`src/rtl/sdram_port_arbiter.sv`:
```
`default_nettype none
`timescale 1ns/1ps
// ============================================================================
//  Module      : sdram_port_arbiter
//  Description : Three-master arbiter in front of a single-port SDRAM
//                controller. Port 0 (video scan-out) has fixed priority
//                bounded by a starvation guard. Ports 1 (CPU) and 2
//                (graphics) share the remaining slots round-robin. Only one
//                memory transaction is outstanding at any time.
//  Revision    : 1.0 - initial release
// ============================================================================
module sdram_port_arbiter #(
    parameter int ADDR_W       = 24,
    parameter int DATA_W       = 32,
    parameter int STARVE_LIMIT = 8
) (
    input  logic                       clk_sdram,
    input  logic                       reset_n_i,
    // Master side
    input  logic [2:0]                 req_i,
    input  logic [2:0]                 we_i,
    input  logic [3*ADDR_W-1:0]        addr_i,
    input  logic [3*DATA_W-1:0]        wdata_i,
    input  logic [3*(DATA_W/8)-1:0]    wmask_i,
    output logic [2:0]                 ack_o,
    output logic [2:0]                 rvalid_o,
    output logic [DATA_W-1:0]          rdata_o,
    output logic                       busy_o,
    // SDRAM controller side
    output logic                       mem_req_o,
    output logic                       mem_we_o,
    output logic [ADDR_W-1:0]          mem_addr_o,
    output logic [DATA_W-1:0]          mem_wdata_o,
    output logic [(DATA_W/8)-1:0]      mem_wmask_o,
    input  logic                       mem_ack_i,
    input  logic                       mem_rvalid_i,
    input  logic [DATA_W-1:0]          mem_rdata_i
);

    localparam int c_MASK_W = DATA_W / 8;
    localparam int c_CNT_W  = $clog2(STARVE_LIMIT + 1);
    localparam logic [c_CNT_W-1:0] c_LIMIT = c_CNT_W'(STARVE_LIMIT);

    typedef enum logic [1:0] {
        ST_IDLE   = 2'd0,
        ST_CMD    = 2'd1,
        ST_RDWAIT = 2'd2
    } state_t;

    state_t                r_state;
    logic [1:0]            r_owner;
    // 0: port 1 is preferred next, 1: port 2 is preferred next
    logic                  r_rr_ptr;
    logic [c_CNT_W-1:0]    r_starve_cnt;
    logic                  r_busy;
    logic                  r_mem_req;
    logic                  r_mem_we;
    logic [ADDR_W-1:0]     r_mem_addr;
    logic [DATA_W-1:0]     r_mem_wdata;
    logic [c_MASK_W-1:0]   r_mem_wmask;
    logic [2:0]            r_rvalid;
    logic [DATA_W-1:0]     r_rdata;

    logic                  w_any_req;
    logic                  w_low_req;
    logic                  w_starved;
    logic [1:0]            w_rr_winner;
    logic [1:0]            w_winner;
    logic                  w_sel_we;
    logic [ADDR_W-1:0]     w_sel_addr;
    logic [DATA_W-1:0]     w_sel_wdata;
    logic [c_MASK_W-1:0]   w_sel_wmask;
    logic [2:0]            w_owner_oh;

    // Winner selection: starvation guard first, then video, then round-robin.
    always_comb begin
        w_any_req = |req_i;
        w_low_req = req_i[1] | req_i[2];
        w_starved = (r_starve_cnt == c_LIMIT) && w_low_req;
        if (!r_rr_ptr) begin
            w_rr_winner = req_i[1] ? 2'd1 : 2'd2;
        end else begin
            w_rr_winner = req_i[2] ? 2'd2 : 2'd1;
        end
        if (w_starved) begin
            w_winner = w_rr_winner;
        end else if (req_i[0]) begin
            w_winner = 2'd0;
        end else begin
            w_winner = w_rr_winner;
        end
    end

    // Payload multiplexer for the selected port.
    always_comb begin
        w_sel_we    = we_i[0];
        w_sel_addr  = addr_i[0 +: ADDR_W];
        w_sel_wdata = wdata_i[0 +: DATA_W];
        w_sel_wmask = wmask_i[0 +: c_MASK_W];
        case (w_winner)
            2'd1: begin
                w_sel_we    = we_i[1];
                w_sel_addr  = addr_i[ADDR_W +: ADDR_W];
                w_sel_wdata = wdata_i[DATA_W +: DATA_W];
                w_sel_wmask = wmask_i[c_MASK_W +: c_MASK_W];
            end
            2'd2: begin
                w_sel_we    = we_i[2];
                w_sel_addr  = addr_i[2*ADDR_W +: ADDR_W];
                w_sel_wdata = wdata_i[2*DATA_W +: DATA_W];
                w_sel_wmask = wmask_i[2*c_MASK_W +: c_MASK_W];
            end
            default: begin
            end
        endcase
    end

    // Owner one-hot and the combinational acknowledge back to the owner.
    always_comb begin
        w_owner_oh = 3'b001 << r_owner;
        ack_o      = ((r_state == ST_CMD) && mem_ack_i) ? w_owner_oh : 3'b000;
    end

    // Arbitration, command hand-off to the controller and read-data return.
    always_ff @(posedge clk_sdram or negedge reset_n_i) begin
        if (!reset_n_i) begin
            r_state      <= ST_IDLE;
            r_owner      <= 2'd0;
            r_rr_ptr     <= 1'b0;
            r_starve_cnt <= '0;
            r_busy       <= 1'b0;
            r_mem_req    <= 1'b0;
            r_mem_we     <= 1'b0;
            r_mem_addr   <= '0;
            r_mem_wdata  <= '0;
            r_mem_wmask  <= '0;
            r_rvalid     <= 3'b000;
            r_rdata      <= '0;
        end else begin
            r_rvalid <= 3'b000;
            case (r_state)
                ST_IDLE: begin
                    if (w_any_req) begin
                        r_owner     <= w_winner;
                        r_mem_we    <= w_sel_we;
                        r_mem_addr  <= w_sel_addr;
                        r_mem_wdata <= w_sel_wdata;
                        r_mem_wmask <= w_sel_wmask;
                        r_mem_req   <= 1'b1;
                        r_busy      <= 1'b1;
                        r_state     <= ST_CMD;
                        if (w_winner == 2'd0) begin
                            // Video only counts toward starvation while others wait.
                            if (w_low_req) begin
                                if (r_starve_cnt != c_LIMIT) begin
                                    r_starve_cnt <= r_starve_cnt + c_CNT_W'(1);
                                end
                            end else begin
                                r_starve_cnt <= '0;
                            end
                        end else begin
                            r_starve_cnt <= '0;
                            r_rr_ptr     <= (w_winner == 2'd1);
                        end
                    end
                end
                ST_CMD: begin
                    if (mem_ack_i) begin
                        r_mem_req <= 1'b0;
                        if (r_mem_we) begin
                            r_busy  <= 1'b0;
                            r_state <= ST_IDLE;
                        end else if (mem_rvalid_i) begin
                            // Controller returned data in the accept cycle.
                            r_rdata  <= mem_rdata_i;
                            r_rvalid <= w_owner_oh;
                            r_busy   <= 1'b0;
                            r_state  <= ST_IDLE;
                        end else begin
                            r_state <= ST_RDWAIT;
                        end
                    end
                end
                ST_RDWAIT: begin
                    if (mem_rvalid_i) begin
                        r_rdata  <= mem_rdata_i;
                        r_rvalid <= w_owner_oh;
                        r_busy   <= 1'b0;
                        r_state  <= ST_IDLE;
                    end
                end
                default: begin
                    r_state <= ST_IDLE;
                end
            endcase
        end
    end

    assign rvalid_o    = r_rvalid;
    assign rdata_o     = r_rdata;
    assign busy_o      = r_busy;
    assign mem_req_o   = r_mem_req;
    assign mem_we_o    = r_mem_we;
    assign mem_addr_o  = r_mem_addr;
    assign mem_wdata_o = r_mem_wdata;
    assign mem_wmask_o = r_mem_wmask;

endmodule
`default_nettype wire

```
`config.mk`:
```
export PLATFORM = sky130hd
export DESIGN_NAME = sdram_port_arbiter
export DESIGN_NICKNAME = d
export VERILOG_FILES = /design/src/rtl/sdram_port_arbiter.sv
export SDC_FILE = /design/constraint.sdc
export NUM_CORES = 1
export LEC_CHECK = 0
export ABC_AREA = 1
export CAP_MARGIN = 25
export CORE_MARGIN = 8
export CORE_UTILIZATION = 40
export CTS_BUF_LIST = sky130_fd_sc_hd__clkbuf_2
export CTS_CLUSTER_DIAMETER = 80
export CTS_CLUSTER_SIZE = 20
export DETAILED_ROUTE_END_ITERATION = 8
export PLACE_DENSITY = 0.84
export SYNTH_ARGS = -nofsm -noshare
export SYNTH_HDL_FRONTEND = slang
export SYNTH_SLANG_ARGS = --single-unit
```
`constraint.sdc`:
```
create_clock -name clk_sdram -period 2.85 [get_ports clk_sdram]
set_clock_uncertainty 0.2 [all_clocks]
set_input_delay 0.7125 -clock clk_sdram [delete_from_list [all_inputs] [get_ports clk_sdram]]
set_output_delay 0.7125 -clock clk_sdram [all_outputs]
set_load 0.005 [all_outputs]
```
Yosys cells after proc, flatten, opt, wreduce, memory -nomap -nowiden
Cells that the tools add are included.
{"block": "word_totals", "register_bits": 107, "output_inout_bits": 101, "wordCells": 76}
{"block": "op_classes", "addsub": 1, "eq_ne": 11, "n_shift": 1, "muxes": 34, "n_bitwise": 2, "reduce_logical": 15}
{"operator": "32-bit case mux with 2 select lines", "n": 2}
{"operator": "32-bit 2-to-1 mux", "n": 3}
{"operator": "24-bit case mux with 2 select lines", "n": 1}
{"operator": "2-bit 2-to-1 mux", "n": 10}
{"operator": "3-bit AND reduction", "n": 6}
{"operator": "3-bit 2-to-1 mux", "n": 4}
{"operator": "4-bit 2-to-1 mux", "n": 3}
{"operator": "2-bit != test (second input constant)", "n": 4}
{"operator": "4-bit case mux with 2 select lines", "n": 1}
{"operator": "2-bit case mux with 3 select lines", "n": 1}
{"operator": "3-bit case mux with 2 select lines", "n": 1}
{"operator": "1-bit 2-to-1 mux", "n": 5}
{"operator": "4-bit by 1-bit adder with 4-bit output (second input constant)", "n": 1}
{"operator": "2-bit by 1-bit == test with 1-bit output (second input constant)", "n": 2}
{"operator": "2-bit == test (second input constant)", "n": 2}
{"operator": "4-bit == test (second input constant)", "n": 1}
{"operator": "2-bit logical NOT", "n": 2}
{"operator": "4-bit != test (second input constant)", "n": 1}
{"operator": "1-bit case mux with 2 select lines", "n": 2}
{"operator": "2-bit nonzero test", "n": 2}
{"operator": "3-bit by 2-bit != test with 1-bit output (second input constant)", "n": 1}
{"operator": "1-bit case mux with 3 select lines", "n": 1}
{"operator": "3-bit nonzero test", "n": 1}
{"operator": "3-bit OR reduction", "n": 1}
{"operator": "other kinds (5)", "n": 6}

Logic depth before layout (Yosys ltp)
Gate-level depths: netlist of run 1.
{"block": "depth", "depth_word": 7, "mapped_depth": 13, "depth_no_buf": 12}

Least setup slack after synthesis of run 1
Ideal clock, no wire load.
{"block": "synth_timing", "kind": "input to register", "startpoint": "input port req_i[2]", "endpoint": "register r_mem_addr[0] (netlist: mem_addr_o[0])", "setup_time_ns": 0.124, "arrival_ns": 2.070, "required_time_ns": 2.526, "setup_slack_ns": 0.456, "path_stages": 8, "path_buffers": 3, "cell_sequence": "o21ai_0 -> nand2_1 -> ha_1 -> buf_2 -> buf_4 -> clkbuf_1 -> o211ai_1 -> nand2_1"}
{"block": "synth_between", "elab_chain_len": 6, "elab_cells_between_ends": 11, "cone_classes": "eq/ne: 2; mux: 5; bitwise: 1; reduce/logical: 3"}
{"item": "from (decl)", "line": "20", "source": "input logic [2:0] req_i,"}
{"item": "2-bit 2-to-1 mux", "line": "83", "source": "w_rr_winner = req_i[2] ? 2'd2 : 2'd1;"}
{"item": "2-bit 2-to-1 mux", "line": "80", "source": "if (!r_rr_ptr) begin"}
{"item": "2-bit 2-to-1 mux", "line": "87", "source": "end else if (req_i[0]) begin"}
{"item": "2-bit 2-to-1 mux", "line": "85", "source": "if (w_starved) begin"}
{"item": "2-bit == test or 2-bit by 1-bit == test with 1-bit output (tied branches)", "line": "100", "source": "case (w_winner)"}
{"item": "24-bit case mux with 2 select lines", "line": "100"}
{"item": "to (signal assigned)", "line": "146", "source": "r_mem_addr <= w_sel_addr;"}
{"item": "to (decl)", "line": "58", "source": "logic [ADDR_W-1:0] r_mem_addr;"}
Parallel ways exist; a longest one is shown, timed or not.
A chain may end at the register's enable or synchronous reset.

Final worst setup path of run 1
{"block": "layout_timing", "startpoint": "register r_state[1]", "endpoint": "output port ack_o[1]"}
{"block": "layout_between", "elab_chain_len": 3}
{"item": "from (decl)", "line": "50", "source": "state_t r_state;"}
{"item": "from (signal assigned)", "line": "127", "source": "r_state <= ST_IDLE;"}
{"item": "from (signal assigned)", "line": "151", "source": "r_state <= ST_CMD;"}
{"item": "from (signal assigned)", "line": "172", "source": "r_state <= ST_IDLE;"}
{"item": "2-bit by 1-bit == test with 1-bit output", "line": "121", "source": "ack_o = ((r_state == ST_CMD) && mem_ack_i) ? w_owner_oh : 3'b000;"}
{"item": "1-bit logical AND", "line": "121"}
{"item": "3-bit 2-to-1 mux", "line": "121"}
{"item": "to (decl)", "line": "25", "source": "output logic [2:0] ack_o,"}
No other way between the ends.

==> metrics, run 1 <==
status=completed; Max Freq=368.1 MHz; core area=around 14000 um2; synthesized instance count=739; mux cell area share after synthesis=0; share of cells above drive strength 1=0.05603; Synth Area in Compound Gates=0.09125; Crit. End Element=output port; cell breakdown of the critical path=inv_1 -> ha_2 -> nand2_2 -> nor2_2 -> dlygate4sd2_1; post-synthesis simple-gate area fraction=0.3464; Clock transition at path regs=0.29 ns; largest net degree at the start of global routing=56; Final Cycle Share=0.9531; Tmin final=approximately 2.7 ns; Synth Net Count=970; die area=18220 um2; FF+latch count, synth=approximately 110; final WL=21.72 mm; XOR/XNOR Fraction of Synth Area=0; Starting Density=0.4080; gr usage total=0.2314; Synth Area per Inst=~7.7 um2; htree depth=3; Synth Area in Adders=0.01989; fin worst setup slack=0.1336 ns; largest family of logic cells by synthesized area=simple AND/OR/NAND/NOR gates; CP Max Fanout=3; Final Wtd Congestion=approximately 0.9; worst slack, placed=-0.1388 ns; Worst Tran Pin Value=0.5016 ns; Post-Syn Area=5663 um2; commonest non-fill, non-tap cell in the layout=nand2_1; DRC=0; Rel. slew slack=0.6656; latest clock arrival within the worst-skew pair=0.58 ns; clk buf depth=2; first-pass GRT wire length=between 30 and 40 mm; vias in the first global route=about 6100; std cell rows=43; type of the worst setup path=flop to output port; Final ANT Viol Nets=0; R2R setup slack=~0.56 ns; P per Cell Area=853.7 nW/um2; unique cell type count in the Yosys netlist=20; port bufs=322; Via density=4.979; crit path max-delay cell type=dfrtp_1; most frequent cells in the layout=nand2_1, clkdlybuf4s50_1, dfrtp_1; DIE HEIGHT=roughly 130 um; dpl hpwl=about 17 mm; DR WL/cell=17.59 um; Iteration-0 DRC Markers=354; Die W=135.0 um; CP delay by family, top=flip-flops; power consumption=approximately 8 mW; vias=about 6100; final slew viol count=0; crit path DAT=approximately 1.8 ns; VDD IR max=0.3142 mV; CTS tree=done; register area share after synthesis=0.4728; CP Buf/Inv Count=2; CP max stage delay=0.46 ns; post-layout net count=1279; drt pass-1 iters=5; clk sinks=approximately 110; Worst Hold Class=flop to flop; endpoints failing setup=0; Ports=323; total CTS buffers=9; clk root buf=clkbuf_2; static leakage=4.165 nW; Hold Fails Final Rpt=0; global route total overflow=0; Synth area leader=dfrtp_1; Area Overhead vs Synth=62.95%; Worst Setup Start Kind=flop; Synth top area share=0.4728; synth warn=0; Max-cap violations=0; initial antenna violation count=2; Worst EP required=1.94 ns; Synth area leaders=dfrtp_1, nand2_1, nand3_1, o211ai_1, buf_2
-- cell usage after synthesis, drive strengths merged --
cell,n
nand2,356
ha,9
buf,41
o21ai,6
inv,23
nand3,103
a21oi,2
nor2,16
dfrtp,107
o211ai,61
clkbuf,10
nand4,4
nand3b,1
-- through the flow --
| stage | area [um2] | hold slack, ns | cells | setup TNS, ns | utilization |
|---|---|---|---|---|---|
| 6_report | 9228 | 0.3072 | 1235 | 0 | 0.6648 |
| 5_1_grt | 9228 | 0.3268 | 1235 | -0.02198 | 0.6648 |
| 3_5_place_dp | 9109 | 0.2581 | 1215 | -5.867 | 0.6562 |
| 3_3_place_gp | 9109 | 0.2522 | 1215 | -2.919 | 0.6562 |
| 4_1_cts | 9215 | 0.3141 | 1233 | 0 | 0.6639 |
| 2_1_floorplan | 5663 | 0.2169 | 739 | 0 | - |
-- cell families after synthesis --
kind of cell,count (synthesis)
compound gates,69
fa+ha+maj,9
buf+inv,74
flops,107
simple gates,480
-- final cells by class --
cell class / instances / area, um2
fillers: 1164 / 4653
flip-flops and latches: 107 / 2678
well taps: 180 / 225.2
repair buffers: 349 / 3520
clock inverters: 5 / 30.03
clock buffers: 11 / 55.05
inverters: 23 / 86.33
multi-input cells: 558 / 2629
diodes: 2 / 5.005
-- metal layers --
layer,share of wire,global-route usage,vias up,wire [um]
met5,0,0,-,0
met1,0.39,0.2651,2818,8420
li1,-,-,3029,-
met2,0.49,0.3907,260,10550
met3,0.092,0.07541,42,1990
met4,0.035,0.09315,0,761
-- state kept, by name, summed over array words and instances, names as in the netlist --
register	flops
mem_wdata_o	32
rdata_o	32
mem_addr_o	24
mem_wmask_o	4
r_starve_cnt	4
rvalid_o	3
r_owner	2
r_state	2
busy_o	1
mem_req_o	1
mem_we_o	1
r_rr_ptr	1
-- tightest hold or removal path: stages (launching register included) --
cell and delay [ns]:
dfrtp_1 0.40, nand2_1 0.05, nand2_1 0.05
-- what timing repair did --
action / CTS / global route
hold endpoints to repair: 35 / 0
pin swaps: 2 / 2
gates resized for setup: 6 / 6
endpoints found under the setup margin: 3 / 3
setup buffers: 1 / 0
hold buffers: 1 / 0
-- worst paths after layout --
path | start | end | cells after the start
min in group asynchronous | reset_n_i | r_owner[0]$_DFFE_PN0P_ | 2
max in group asynchronous | reset_n_i | r_owner[1]$_DFFE_PN0P_ | 3
worst min register to register | rdata_o[15]$_DFFE_PN0P_ | rdata_o[15]$_DFFE_PN0P_ | 2
worst max register to register | r_starve_cnt[0]$_DFFE_PN0P_ | mem_addr_o[17]$_DFFE_PN0P_ | 10
worst min-delay path | rdata_o[15]$_DFFE_PN0P_ | rdata_o[15]$_DFFE_PN0P_ | 2
worst max-delay path | r_state[1]$_DFFE_PN0P_ | ack_o[1] | 5
-- power breakdown --
| group | total (mW) | leakage (nW) | switching, mW | internal, mW |
|---|---|---|---|---|
| clock network | 0.633 | 0.0577 | 0.516 | 0.117 |
| registers | 2.64 | 1.34 | 0.415 | 2.22 |
| logic | 4.61 | 2.77 | 2.26 | 2.34 |
No activity file was read; power rests on OpenSTA's default activity.
==> run 2: changes to the inputs <==
--- a/config.mk
+++ b/config.mk
@@ -5,15 +5,14 @@
 export SDC_FILE = /design/constraint.sdc
 export NUM_CORES = 1
 export LEC_CHECK = 0
-export ABC_AREA = 1
 export CAP_MARGIN = 25
 export CORE_MARGIN = 8
-export CORE_UTILIZATION = 40
+export CORE_UTILIZATION = 39
 export CTS_BUF_LIST = sky130_fd_sc_hd__clkbuf_2
 export CTS_CLUSTER_DIAMETER = 80
 export CTS_CLUSTER_SIZE = 20
 export DETAILED_ROUTE_END_ITERATION = 8
-export PLACE_DENSITY = 0.84
+export PLACE_DENSITY = 0.83
 export SYNTH_ARGS = -nofsm -noshare
 export SYNTH_HDL_FRONTEND = slang
 export SYNTH_SLANG_ARGS = --single-unit
==> metrics, run 2 <==
Placed Area=9051 um2 (-0.63%); register area share after synthesis=0.4921 (+0.01924); Synth Net Count=739 (-24%); switching pwr=2.754 mW (-14%); Max Freq=373.0 MHz (+1.3%); core area=13770 um2 (-0.78%); largest net degree at the start of global routing=69 (+23%); latest clock arrival within the worst-skew pair=0.57 ns (about the same); DR WL/cell=19.47 um (+11%); Synth Flop Type=dfrtp_1; commonest non-fill, non-tap cell in the layout=clkdlybuf4s50_1; CTS tree=done; CP Launch Point=r_state[1]$_DFFE_PN0P_; Ports=323 (unchanged); Starting Density=0.3951 (-0.01289); Worst Setup Start Kind=flop; Worst R2R Path Depth=10 (unchanged); Iteration-0 DRC Markers=228 (-36%); Via density=5.291 (+6.3%); Clock power frac=0.099 (+0.019); vias in the first global route=5853 (-4.8%); htree depth=3 (unchanged); Critical R2R Capture=mem_wdata_o[26]$_DFFE_PN0P_; CP max stage delay=0.46 ns (about the same); Design Area, Final=9234 um2 (about the same); cell breakdown of the critical path=inv_2 -> ha_4 -> nand2_1 -> nor3_1 -> clkdlybuf4s15_1; static leakage=4.028 nW (-3.3%); final slew viol count=0 (unchanged); endpoints failing setup=0 (unchanged); Worst Tran Pin Value=0.3496 ns (-0.1520 ns); Hold Fails Final Rpt=0 (unchanged); Hold EP=mem_wmask_o[1]$_DFFE_PN0P_; register share of total power=0.335 (about the same); global route total overflow=0 (unchanged); vias=5386 (-12%); share of cells above drive strength 1=0.1004 (+0.04433); crit path DAT=1.77 ns (-0.03 ns); most frequent cell after synthesis=dfrtp_1; most frequent cells in the layout=clkdlybuf4s50_1, dfrtp_1, nor2_1; Combinational Power Share=0.567 (-0.018); std cell rows=43 (unchanged); Rel. slew slack=0.7636 (+0.09806); Synth area leaders=dfrtp_1, a21o_1, a211oi_1, a22oi_1, mux2_2; Area Overhead vs Synth=69.69%; Clock transition at path regs=0.28 ns (about the same); cell-internal power=5.215 mW (+11%); P per Cell Area=863.1 nW/um2 (+1.1%); clk buf depth=2 (unchanged); Tmin final=2.681 ns (-0.03523 ns); unique cell type count in the Yosys netlist=39 (+95%); Final Cycle Share=0.9408 (-0.01236); status=completed; FF+latch count, synth=107 (unchanged); sw frac=0.3456 (-0.06003); gr usage total=0.2149 (-0.01647); fill count=1048 (-10%); DRC=0 (unchanged); synthesized instance count=508 (-31%); post-layout net count=1063 (-17%); Max-cap violations=0 (unchanged); port bufs=322 (unchanged); Post-Syn Area=5441 um2 (-3.9%); Post-synth EDFFs=0 (unchanged); VDD IR max=0.3781 mV (+20%); Final ANT Viol Nets=0 (unchanged); Synth top cells by count=dfrtp_1, nor2_1, a21o_1, a211oi_1, a22oi_1; HP Start=mem_wmask_o[1]$_DFFE_PN0P_; TNS Setup=0 ns (unchanged); Die W=134.1 um (-0.64%); crit path max-delay cell type=dfrtp_1; Worst EP required=1.94 ns (about the same); DIE HEIGHT=134.1 um (-0.64%); Synth Area per Inst=10.71 um2 (+40%); R2R setup slack=0.20 ns (-0.36 ns); hold depth=1 (-1); drt pass-1 iters=4 (-1); final WL=19.82 mm (-8.8%); clk sinks=107 (unchanged); reg2reg start=r_starve_cnt[0]$_DFFE_PN0P_; initial antenna violation count=1 (-1); synth warn=0 (unchanged); Synth area leader=dfrtp_1; die area=17990 um2 (-1.3%); first-pass GRT wire length=30.84 mm (-7.2%); clk root buf=clkbuf_2; Synth top area share=0.4921 (+0.01924); Worst Hold Class=flop to flop; CP Max Fanout=7 (+4); type of the worst setup path=flop to output port; Crit. End Element=output port; Synth async-reset ratio=1.000 (unchanged); dpl hpwl=16.27 mm (-4.7%); total CTS buffers=9 (unchanged); Final Wtd Congestion=0.8899 (+0.57%)
[run 2: cell count changes in the layout (fill, tap and decap cells not counted), moves of 4 or more]
| cell | before | now |
|---|---|---|
| mux2_1 | 0 | 9 |
| a211oi_1 | 0 | 61 |
| a22oi_1 | 0 | 61 |
| o211ai_1 | 61 | 1 |
| nand2_1 | 352 | 6 |
| nor2b_1 | 0 | 4 |
| nand2b_1 | 0 | 5 |
| a21o_1 | 0 | 62 |
| buf_4 | 19 | 26 |
| mux2_2 | 0 | 24 |
| inv_1 | 23 | 5 |
| nand3_1 | 103 | 4 |
| nor2_1 | 12 | 71 |
[run 2: power groups by stage]
stage          clock, mW  combinational, mW  sequential (mW)
2_1_floorplan          0               2.02             2.71
3_3_place_gp           0               4.37             2.66
3_5_place_dp           0               4.53             2.71
4_1_cts            0.819               4.56             2.67
5_1_grt            0.872               4.88             2.76
6_report           0.786               4.52             2.67
[run 2: logic make-up after synthesis]
| kind of cell | count (synthesis) | share of synthesized area |
|---|---|---|
| adders and majority gates | 9 | 0.02069 |
| buffers and inverters | 52 | 0.04944 |
| muxes | 33 | 0.06829 |
| and+or+nand+nor | 99 | 0.08002 |
| AOI/OAI and AO/OA | 208 | 0.2895 |
| DFF | 107 | 0.4921 |
[run 2: critical path: cells and delay by family (launching register included)]
kind / cells / cell delay [ns]
flops: 1 / 0.46
buf+inv: 2 / 0.35
simple gates: 2 / 0.24
fa+ha+maj: 1 / 0.17
[run 2: worst max path at each step]
stage	endpoint	slack (ns)	cells past startpoint
floorplan	mem_addr_o[0]$_DFFE_PN0P_	0.16	10
global placement	mem_wdata_o[18]$_DFFE_PN0P_	-0.09	9
detailed placement	mem_wdata_o[26]$_DFFE_PN0P_	-0.19	9
CTS	ack_o[0]	0.10	5
global route	ack_o[0]	-0.001	5
finish	ack_o[0]	0.17	5
[run 2: per-layer routing]
| metal | global-route usage | part of all wire | wire (um) | up-vias |
|---|---|---|---|---|
| met5 | 0 | 0 | 0 | - |
| met4 | 0.07923 | 0.025 | 503 | 0 |
| met3 | 0.07367 | 0.086 | 1703 | 32 |
| met2 | 0.3854 | 0.51 | 10080 | 248 |
| met1 | 0.2284 | 0.38 | 7529 | 2563 |
| li1 | - | - | - | 2543 |
[run 2: repair_timing]
action                                  4_1_cts  5_1_grt
buffers inserted                              1        1
hold buffers                                  1        0
endpoints found under the setup margin        3        9
gates resized for setup                       6        3
hold endpoints to repair                     22        0
[run 2: area by class of cell]
type / count / area, um2 / share of cell area
multi-input cells: 349 / 2535 / 0.2745
clock buffers: 10 / 50.05 / 0.005420
inverters: 6 / 22.52 / 0.002439
diodes: 1 / 2.502 / 0.0002710
repair buffers: 359 / 3636 / 0.3938
flip-flops and latches: 107 / 2678 / 0.2900
well taps: 180 / 225.2 / 0.02439
clock inverters: 6 / 85.08 / 0.009214
[run 2: through the flow]
step | utilization | hold WS (ns) | setup WS [ns] | std cells | power, mW
2_1_floorplan | - | 0.2169 | 0.1608 | 508 | 4.727
3_3_place_gp | 0.6572 | 0.2592 | -0.08775 | 998 | 7.032
3_5_place_dp | 0.6572 | 0.2648 | -0.1886 | 998 | 7.238
4_1_cts | 0.6689 | 0.2783 | 0.1028 | 1016 | 8.057
5_1_grt | 0.6704 | 0.3043 | -0.001052 | 1018 | 8.514
6_report | 0.6704 | 0.3163 | 0.1688 | 1018 | 7.969
